==> config.mk <==
export PLATFORM = sky130hd
export DESIGN_NAME = kronos_decode
export DESIGN_NICKNAME = d
export VERILOG_FILES = /design/src/rtl/kronos_decode.sv
export SDC_FILE = /design/constraint.sdc
export NUM_CORES = 1
export LEC_CHECK = 0
export ABC_AREA = 1
export CORE_ASPECT_RATIO = 0.5
export CORE_MARGIN = 8
export CORE_UTILIZATION = 45
export CTS_CLUSTER_SIZE = 25
export DETAILED_ROUTE_END_ITERATION = 10
export PLACE_DENSITY = 0.81
export SETUP_SLACK_MARGIN = 0.2
export SLEW_MARGIN = 20
export SYNTH_ARGS = -nofsm -noshare
export SYNTH_HDL_FRONTEND = slang
export SYNTH_SLANG_ARGS = --single-unit
==> constraint.sdc <==
create_clock -name clk -period 1.8 [get_ports clk]
set_input_delay 0.36 -clock clk [delete_from_list [all_inputs] [get_ports clk]]
set_output_delay 0.36 -clock clk [all_outputs]
set_load 0.01 [all_outputs]
==> src/rtl/kronos_decode.sv <==
`default_nettype none
// ============================================================================
//  Module   : kronos_decode
//  Purpose  : RV32I instruction decode stage of the Kronos core. Accepts a
//             {pc, ir} packet from fetch, reads the register file (with
//             same-cycle writeback forwarding), decodes ALU operands,
//             immediate and control flags, and presents one registered
//             decode packet per instruction to execute.
//  Ports    :
//    clk, rst                     clock, synchronous active-high reset
//    fetch_pc/ir/vld, fetch_rdy   incoming instruction stream
//    regrd_rs1/rs2_addr/data      asynchronous register file read
//    regwr_en/sel/data            writeback port, forwarded into decode
//    flush                        kill held and incoming instruction
//    decode_*                     registered decode packet to execute
//    decode_vld, decode_rdy       outgoing handshake
//  Revision : 1.0  initial release
// ============================================================================
module kronos_decode (
  input  logic        clk,
  input  logic        rst,
  // fetch side
  input  logic [31:0] fetch_pc,
  input  logic [31:0] fetch_ir,
  input  logic        fetch_vld,
  output logic        fetch_rdy,
  // register file
  output logic [4:0]  regrd_rs1_addr,
  output logic [4:0]  regrd_rs2_addr,
  input  logic [31:0] regrd_rs1_data,
  input  logic [31:0] regrd_rs2_data,
  input  logic        regwr_en,
  input  logic [4:0]  regwr_sel,
  input  logic [31:0] regwr_data,
  // control
  input  logic        flush,
  // execute side
  output logic [31:0] decode_pc,
  output logic [31:0] decode_ir,
  output logic [31:0] decode_op1,
  output logic [31:0] decode_op2,
  output logic [31:0] decode_rs1_data,
  output logic [31:0] decode_rs2_data,
  output logic [31:0] decode_imm,
  output logic [4:0]  decode_rd,
  output logic        decode_rd_we,
  output logic [3:0]  decode_aluop,
  output logic        decode_is_load,
  output logic        decode_is_store,
  output logic        decode_is_branch,
  output logic        decode_is_jump,
  output logic        decode_illegal,
  output logic        decode_vld,
  input  logic        decode_rdy
);

  // Full 7-bit opcodes; including ir[1:0] means any non-32-bit encoding
  // falls through to the illegal default.
  localparam logic [6:0] c_OPC_LUI    = 7'b0110111;
  localparam logic [6:0] c_OPC_AUIPC  = 7'b0010111;
  localparam logic [6:0] c_OPC_JAL    = 7'b1101111;
  localparam logic [6:0] c_OPC_JALR   = 7'b1100111;
  localparam logic [6:0] c_OPC_BRANCH = 7'b1100011;
  localparam logic [6:0] c_OPC_LOAD   = 7'b0000011;
  localparam logic [6:0] c_OPC_STORE  = 7'b0100011;
  localparam logic [6:0] c_OPC_OPIMM  = 7'b0010011;
  localparam logic [6:0] c_OPC_OP     = 7'b0110011;
  localparam logic [6:0] c_OPC_MISC   = 7'b0001111;
  localparam logic [6:0] c_OPC_SYSTEM = 7'b1110011;

  localparam logic [6:0] c_F7_ZERO = 7'b0000000;
  localparam logic [6:0] c_F7_ALT  = 7'b0100000;

  // --------------------------------------------------------------------------
  // Field extraction
  // --------------------------------------------------------------------------
  logic [6:0]  w_opcode;
  logic [2:0]  w_funct3;
  logic [6:0]  w_funct7;
  logic [4:0]  w_rd;
  logic [31:0] w_imm_i, w_imm_s, w_imm_b, w_imm_u, w_imm_j;

  assign w_opcode = fetch_ir[6:0];
  assign w_funct3 = fetch_ir[14:12];
  assign w_funct7 = fetch_ir[31:25];
  assign w_rd     = fetch_ir[11:7];

  assign w_imm_i = {{20{fetch_ir[31]}}, fetch_ir[31:20]};
  assign w_imm_s = {{20{fetch_ir[31]}}, fetch_ir[31:25], fetch_ir[11:7]};
  assign w_imm_b = {{19{fetch_ir[31]}}, fetch_ir[31], fetch_ir[7],
                    fetch_ir[30:25], fetch_ir[11:8], 1'b0};
  assign w_imm_u = {fetch_ir[31:12], 12'h000};
  assign w_imm_j = {{11{fetch_ir[31]}}, fetch_ir[31], fetch_ir[19:12],
                    fetch_ir[20], fetch_ir[30:21], 1'b0};

  // --------------------------------------------------------------------------
  // Register read with writeback forwarding. x0 reads as zero, which also
  // guarantees a writeback to x0 is never forwarded.
  // --------------------------------------------------------------------------
  logic [31:0] w_rs1, w_rs2;

  assign regrd_rs1_addr = fetch_ir[19:15];
  assign regrd_rs2_addr = fetch_ir[24:20];

  always_comb begin
    w_rs1 = regrd_rs1_data;
    if (regrd_rs1_addr == 5'd0)
      w_rs1 = 32'h0;
    else if (regwr_en && (regwr_sel == regrd_rs1_addr))
      w_rs1 = regwr_data;
  end

  always_comb begin
    w_rs2 = regrd_rs2_data;
    if (regrd_rs2_addr == 5'd0)
      w_rs2 = 32'h0;
    else if (regwr_en && (regwr_sel == regrd_rs2_addr))
      w_rs2 = regwr_data;
  end

  // --------------------------------------------------------------------------
  // Opcode decode
  // --------------------------------------------------------------------------
  logic [31:0] w_op1, w_op2, w_imm;
  logic [3:0]  w_aluop;
  logic        w_rd_we, w_is_load, w_is_store, w_is_branch, w_is_jump;
  logic        w_illegal;

  always_comb begin
    w_op1       = 32'h0;
    w_op2       = 32'h0;
    w_imm       = 32'h0;
    w_aluop     = 4'b0000;
    w_rd_we     = 1'b0;
    w_is_load   = 1'b0;
    w_is_store  = 1'b0;
    w_is_branch = 1'b0;
    w_is_jump   = 1'b0;
    w_illegal   = 1'b0;

    case (w_opcode)
      c_OPC_LUI: begin
        w_imm   = w_imm_u;
        w_op2   = w_imm_u;
        w_rd_we = 1'b1;
      end
      c_OPC_AUIPC: begin
        w_imm   = w_imm_u;
        w_op1   = fetch_pc;
        w_op2   = w_imm_u;
        w_rd_we = 1'b1;
      end
      c_OPC_JAL: begin
        // Link value pc+4 is computed by the ALU; target uses imm.
        w_imm     = w_imm_j;
        w_op1     = fetch_pc;
        w_op2     = 32'd4;
        w_rd_we   = 1'b1;
        w_is_jump = 1'b1;
      end
      c_OPC_JALR: begin
        w_imm     = w_imm_i;
        w_op1     = fetch_pc;
        w_op2     = 32'd4;
        w_rd_we   = 1'b1;
        w_is_jump = 1'b1;
        if (w_funct3 != 3'b000) w_illegal = 1'b1;
      end
      c_OPC_BRANCH: begin
        w_imm       = w_imm_b;
        w_op1       = w_rs1;
        w_op2       = w_rs2;
        w_aluop     = {1'b0, w_funct3};
        w_is_branch = 1'b1;
        if (w_funct3 == 3'b010 || w_funct3 == 3'b011) w_illegal = 1'b1;
      end
      c_OPC_LOAD: begin
        w_imm     = w_imm_i;
        w_op1     = w_rs1;
        w_op2     = w_imm_i;
        w_rd_we   = 1'b1;
        w_is_load = 1'b1;
        if (w_funct3 == 3'b011 || w_funct3 == 3'b110 || w_funct3 == 3'b111)
          w_illegal = 1'b1;
      end
      c_OPC_STORE: begin
        w_imm      = w_imm_s;
        w_op1      = w_rs1;
        w_op2      = w_imm_s;
        w_is_store = 1'b1;
        if (w_funct3 >= 3'b011) w_illegal = 1'b1;
      end
      c_OPC_OPIMM: begin
        w_imm   = w_imm_i;
        w_op1   = w_rs1;
        w_op2   = w_imm_i;
        w_rd_we = 1'b1;
        // Only the right shifts carry the arithmetic bit; other funct3
        // values use ir[30] as part of the immediate.
        w_aluop = {(w_funct3 == 3'b101) ? fetch_ir[30] : 1'b0, w_funct3};
        if (w_funct3 == 3'b001 && w_funct7 != c_F7_ZERO)
          w_illegal = 1'b1;
        if (w_funct3 == 3'b101 && w_funct7 != c_F7_ZERO && w_funct7 != c_F7_ALT)
          w_illegal = 1'b1;
      end
      c_OPC_OP: begin
        w_op1   = w_rs1;
        w_op2   = w_rs2;
        w_aluop = {fetch_ir[30], w_funct3};
        w_rd_we = 1'b1;
        if (w_funct7 != c_F7_ZERO && w_funct7 != c_F7_ALT)
          w_illegal = 1'b1;
        else if (w_funct7 == c_F7_ALT && w_funct3 != 3'b000 && w_funct3 != 3'b101)
          w_illegal = 1'b1;
      end
      c_OPC_MISC, c_OPC_SYSTEM: begin
        // Passed through untouched for later stages.
      end
      default: w_illegal = 1'b1;
    endcase

    if (w_illegal) begin
      w_rd_we     = 1'b0;
      w_is_load   = 1'b0;
      w_is_store  = 1'b0;
      w_is_branch = 1'b0;
      w_is_jump   = 1'b0;
    end
    if (w_rd == 5'd0) w_rd_we = 1'b0;
  end

  // --------------------------------------------------------------------------
  // Handshake and output packet register
  // --------------------------------------------------------------------------
  logic w_capture;

  // flush also frees the slot so the concurrent fetch packet is consumed.
  assign fetch_rdy = ~decode_vld | decode_rdy | flush;
  assign w_capture = fetch_vld & fetch_rdy & ~flush;

  logic [31:0] r_pc, r_ir, r_op1, r_op2, r_rs1, r_rs2, r_imm;
  logic [4:0]  r_rd;
  logic [3:0]  r_aluop;
  logic        r_rd_we, r_is_load, r_is_store, r_is_branch, r_is_jump;
  logic        r_illegal, r_vld;

  always_ff @(posedge clk) begin
    if (rst) begin
      r_pc        <= 32'h0;
      r_ir        <= 32'h0;
      r_op1       <= 32'h0;
      r_op2       <= 32'h0;
      r_rs1       <= 32'h0;
      r_rs2       <= 32'h0;
      r_imm       <= 32'h0;
      r_rd        <= 5'd0;
      r_aluop     <= 4'd0;
      r_rd_we     <= 1'b0;
      r_is_load   <= 1'b0;
      r_is_store  <= 1'b0;
      r_is_branch <= 1'b0;
      r_is_jump   <= 1'b0;
      r_illegal   <= 1'b0;
      r_vld       <= 1'b0;
    end else if (flush) begin
      // Data registers keep stale contents; only validity is dropped.
      r_vld <= 1'b0;
    end else if (w_capture) begin
      r_pc        <= fetch_pc;
      r_ir        <= fetch_ir;
      r_op1       <= w_op1;
      r_op2       <= w_op2;
      r_rs1       <= w_rs1;
      r_rs2       <= w_rs2;
      r_imm       <= w_imm;
      r_rd        <= w_rd;
      r_aluop     <= w_aluop;
      r_rd_we     <= w_rd_we;
      r_is_load   <= w_is_load;
      r_is_store  <= w_is_store;
      r_is_branch <= w_is_branch;
      r_is_jump   <= w_is_jump;
      r_illegal   <= w_illegal;
      r_vld       <= 1'b1;
    end else if (r_vld && decode_rdy) begin
      r_vld <= 1'b0;
    end
  end

  assign decode_pc        = r_pc;
  assign decode_ir        = r_ir;
  assign decode_op1       = r_op1;
  assign decode_op2       = r_op2;
  assign decode_rs1_data  = r_rs1;
  assign decode_rs2_data  = r_rs2;
  assign decode_imm       = r_imm;
  assign decode_rd        = r_rd;
  assign decode_rd_we     = r_rd_we;
  assign decode_aluop     = r_aluop;
  assign decode_is_load   = r_is_load;
  assign decode_is_store  = r_is_store;
  assign decode_is_branch = r_is_branch;
  assign decode_is_jump   = r_is_jump;
  assign decode_illegal   = r_illegal;
  assign decode_vld       = r_vld;

endmodule
`default_nettype wire

# Word-level counts from Yosys, hierarchy flattened
# Index checks and enable logic that the tools add are counted.
# totals
reg_bits	240
inputBits	171
# op_classes
muxes	31
n_eq_ne	22
n_bitwise	6
n_reduce_logical	29
magnitude_cmp	1
# op_table
cell	n
$pmux 32 s5	2
$mux 32	4
$pmux 32 s2	1
$eq 7x6->1 const B	4
$eq 7x7->1 const B	4
$mux 1	22
$logic_not 5->1	3
$eq 7x5->1 const B	2
$pmux 4 s3	1
$eq 5x5->1	2
$reduce_or 2->1	5
$reduce_or 5->1	2
$eq 3x3->1 const B	3
$logic_and 1x1->1	9
$eq 7x2->1 const B	1
$eq 7x4->1 const B	1
$ne 7x6->1 const B	1
$pmux 1 s7	1
$reduce_bool 7->1	1
$reduce_or 7->1	1
$eq 3x2->1 const B	2
$reduce_or 3->1	2
$eq 3x1->1 const B	1
$ge 3x2->1 const B	1
other kinds (8)	13

# Longest topological paths before layout
# depth
word_depth	8
mapped_depth	13

# Worst setup path after synthesis
# Ideal clock, no wire load.
# synth_timing
path_type	in2reg
start	input port decode_rdy
end	register r_op2[23] (netlist: decode_op2[23])
arrival_time_ns	1.374
cell_stages	9
path_buffers	2
slack_ns	0.285
setup_time_ns	0.141
required_time_ns	1.659
cell_sequence	inv_1 > nand2_1 > inv_1 > nor3_4 > inv_2 > clkbuf_1 > clkbuf_1 > nand2_1 > a21oi_2
# synth_via
elab_chain_len	5
# synth_rtl
element	line	text
start, declared	54	input logic decode_rdy
$or 1x1->1 (2 in series)	238	assign fetch_rdy = ~decode_vld | decode_rdy | flush;
$and 1x1->1 (2 in series)	239	assign w_capture = fetch_vld & fetch_rdy & ~flush;
$reduce_and 2->1 (no line)	--	
end signal, assigned	272	r_op2 <= w_op2;
end, declared	241	logic [31:0] r_pc, r_ir, r_op1, r_op2, r_rs1, r_rs2, r_imm;
# Every way passes these cells.
# A chain may end at the register's enable or synchronous reset.

# Worst setup path in the final report
# layout_timing
start	register r_vld (netlist: decode_vld)
end	output port fetch_rdy
# layout_via
elab_chain_len	3
# layout_rtl
element	line	text
start, declared	245	logic r_illegal, r_vld;
start signal, assigned	264	r_vld <= 1'b0;
start signal, assigned	267	r_vld <= 1'b0;
start signal, assigned	284	r_vld <= 1'b1;
$not 1->1	238	
$or 1x1->1 (2 in series)	238	
end, declared	26	output logic fetch_rdy,
# Every way passes these cells.

==> impl_metrics.ini <==
[routing]
wl_per_cell_um = 20.9
viasPerCell = 5.49
ant_nets = 0
routed_wl_um = 52100
drt_iter0_drc = 1467
vias = 13723
first_pass_iters = 7
drc_errors = 0

[timing]
max_freq_ghz = 0.617
finalCritPeriodShare_pct = 90.1
fin_setup_tns_ns = 0
slew_headroom_pct = 71.6
rsz0062_at_grt = yes
hold_violations = 0
whs_ns = 0.157
period_needed_ns = 1.62
fin_worst_skew_ns = 0.00650
finalMaxSlewViolations = 0
tightestPinTransition_ns = 0.426
setup_slack_ns = 0.178
setup_viol = 0

[logic_synthesis]
synth_top_family_by_area = simple AND/OR/NAND/NOR gates
yosysTopAreaCell = dfxtp_1
syn_area_per_cell_sq_um = 6.96
synthDistinctLibCells = 35
ys_warn_count = 0
yosysTopAreaCellShare_pct = 41.5
synth_compound_area_share_pct = 19.9
syn-num-nets = 1800
ys_ff_latch = 235
synth-xor-area-share_pct = 0
synth_edf_count = 0
synth-seq-area-share_pct = 41.5
synthAdderAreaFrac_pct = 0
muxShareOfSynthArea_pct = 0
synth-simple-area-share_pct = 27.4
synth_area_sq_um = 11300
synthCells = 1629
ys.flop_type = dfxtp_1
async_flop_share_pct = 0
synth_area_leaders = dfxtp_1 (42%), nand2_1 (10%), a21oi_1 (9.8%)

[layout]
drive_gt1_share_pct = 15.9
final_cell_mix = nand2_1 (302), dlygate4sd2_1 (251), dfxtp_1 (232), a21oi_1 (219), o21ai_0 (164)
final_common_cell = nand2_1
nets = 2302
area_growth_pct = 60.1

[die]
rows = 41
die_w_um = 240
dieHeight_um = 128
die_area_sq_um = 30800
start_util_pct = 45.4
io_pins = 422
core-area_sq_um = 25000

[run]
cap_violations = 0

[critical_path]
worst_ep_required_time_ns = 1.44
rr_endpoint = decode_op1[28]
worst-setup-path-type = reg2out
cp_max_fo = 3
start_kind = flip-flop
r2r_cells = 8
critPathLaunch = decode_vld
critPathCaptureType = output port
ff2ff_setup_slack_ns = 0.31
arrival_ns = 1.26
reg2reg_from = decode_vld
endpoint = fetch_rdy

[min_path]
hold_start = fetch_ir[1]
hold_path.class = in2reg

[global_routing]
grt_pass1_wl_um = 77100
antenna_found_initial = 8
globalRouteOverflowTotal = 0
grt_max_degree = 82
grtUsageTotal_pct = 31.8
grt_pass1_vias = 13074

[clock_tree]
clockRootBuffer = clkbuf_16
numCtsBuffers = 23
cts_sinks = 235
clock_latency_ns = 0.53
path_clk_slew_ns = 0.07
cts_max_level = 1
ctsLongestPathBuffers = 3
cts_tree = built
hold_buffers = 0

[run_status]
outcome = complete, no violations

[power]
power_density_nw_per_um2 = 723
ir_worst_vdd_uv = 645
p_leak_nw = 8.94

[placement]
hpwlAfterDp_um = 37600
port_buffers = 421
place.gp.congestion = 0.991
pre_cts_ws_ns = -0.508
==> area by class of cell <==
class	count	area (sq um)
diodes	8	20.0
flip-flops and latches	235	4710
well taps	344	430
inverters	151	579
fillers	2029	6840
clock inverters	6	86.3
repair buffers	613	6110
multi-input cells	1107	5530
clock buffers	34	677
==> worst max-delay path: stages, from the launching register on <==
cell and delay [ns]:
dfxtp_2 0.33, nand2_2 0.06, or2_4 0.22, buf_6 0.12
==> how the worst min path moves through the flow <==
stage | endpoint | cells past startpoint
finish | decode_ir[1] | 3
CTS | decode_ir[9] | 4
floorplan | decode_vld | 1
global route | decode_ir[1] | 3
detailed placement | decode_ir[29] | 2
global placement | decode_ir[13] | 2
==> stage by stage <==
stage	area (sq um)	power (W)	util [%]	std cells
2_1_floorplan	11300	0.00666	-	1629
4_1_cts	18000	0.0131	71.9	2485
3_3_place_gp	17000	0.00820	68.0	2425
6_report	18100	0.0131	72.6	2498
3_5_place_dp	17000	0.00823	68.0	2425
5_1_grt	18100	0.0135	72.6	2496
==> cell families after synthesis <==
group                  count (synthesis)
AO/OA/AOI/OAI                        422
flip-flops                           235
buffers and inverters                287
AND/OR/NAND/NOR                      685
==> layer usage <==
metal | wire (um) | vias up | track usage [%]
met3 | 4470 | 156 | 6.37
met5 | 10 | - | 0
met4 | 2390 | 2 | 14.8
li1 | - | 6415 | -
met2 | 25000 | 714 | 53.1
met1 | 20200 | 6436 | 39.3
==> Yosys cell counts, types with 2 or more instances <==
library cell	number
a21oi_1	223
a21oi_2	11
a22oi_1	3
a31oi_2	10
buf_1	2
buf_2	42
buf_4	18
buf_6	9
clkbuf_1	65
dfxtp_1	235
inv_1	134
inv_2	15
inv_4	2
nand2_1	311
nand2_2	3
nand2_4	6
nand3_1	147
nand3b_1	8
nand4_1	59
nor2_1	132
nor2_2	4
nor2_4	4
nor2_8	2
nor3_1	4
nor3_2	2
o211ai_1	2
o21ai_0	165
o22ai_1	4
==> state kept, by name, indices dropped and copies added, names as in the netlist, 4 cells and up <==
| register | flops |
|---|---|
| decode_rs2_data | 32 |
| decode_pc | 32 |
| decode_ir | 32 |
| decode_imm | 32 |
| decode_aluop | 4 |
| decode_rs1_data | 32 |
| decode_op1 | 32 |
| decode_op2 | 32 |
==> report_power, final <==
part | leakage, nW | switching [W] | total, W | internal (W)
Sequential | 1.93 | 0.000126 | 0.00558 | 0.00546
Combinational | 6.64 | 0.00134 | 0.00248 | 0.00115
Clock | 0.373 | 0.00216 | 0.00505 | 0.00289
==> timing repair <==
item | in CTS | in global routing
resized for setup | 324 | 44
pin swaps | 16 | 14
gates cloned | 9 | 2
endpoints found under the setup margin | 343 | 115
buffers inserted | 11 | 3
Note: power is estimated with default switching activity, not from simulation.
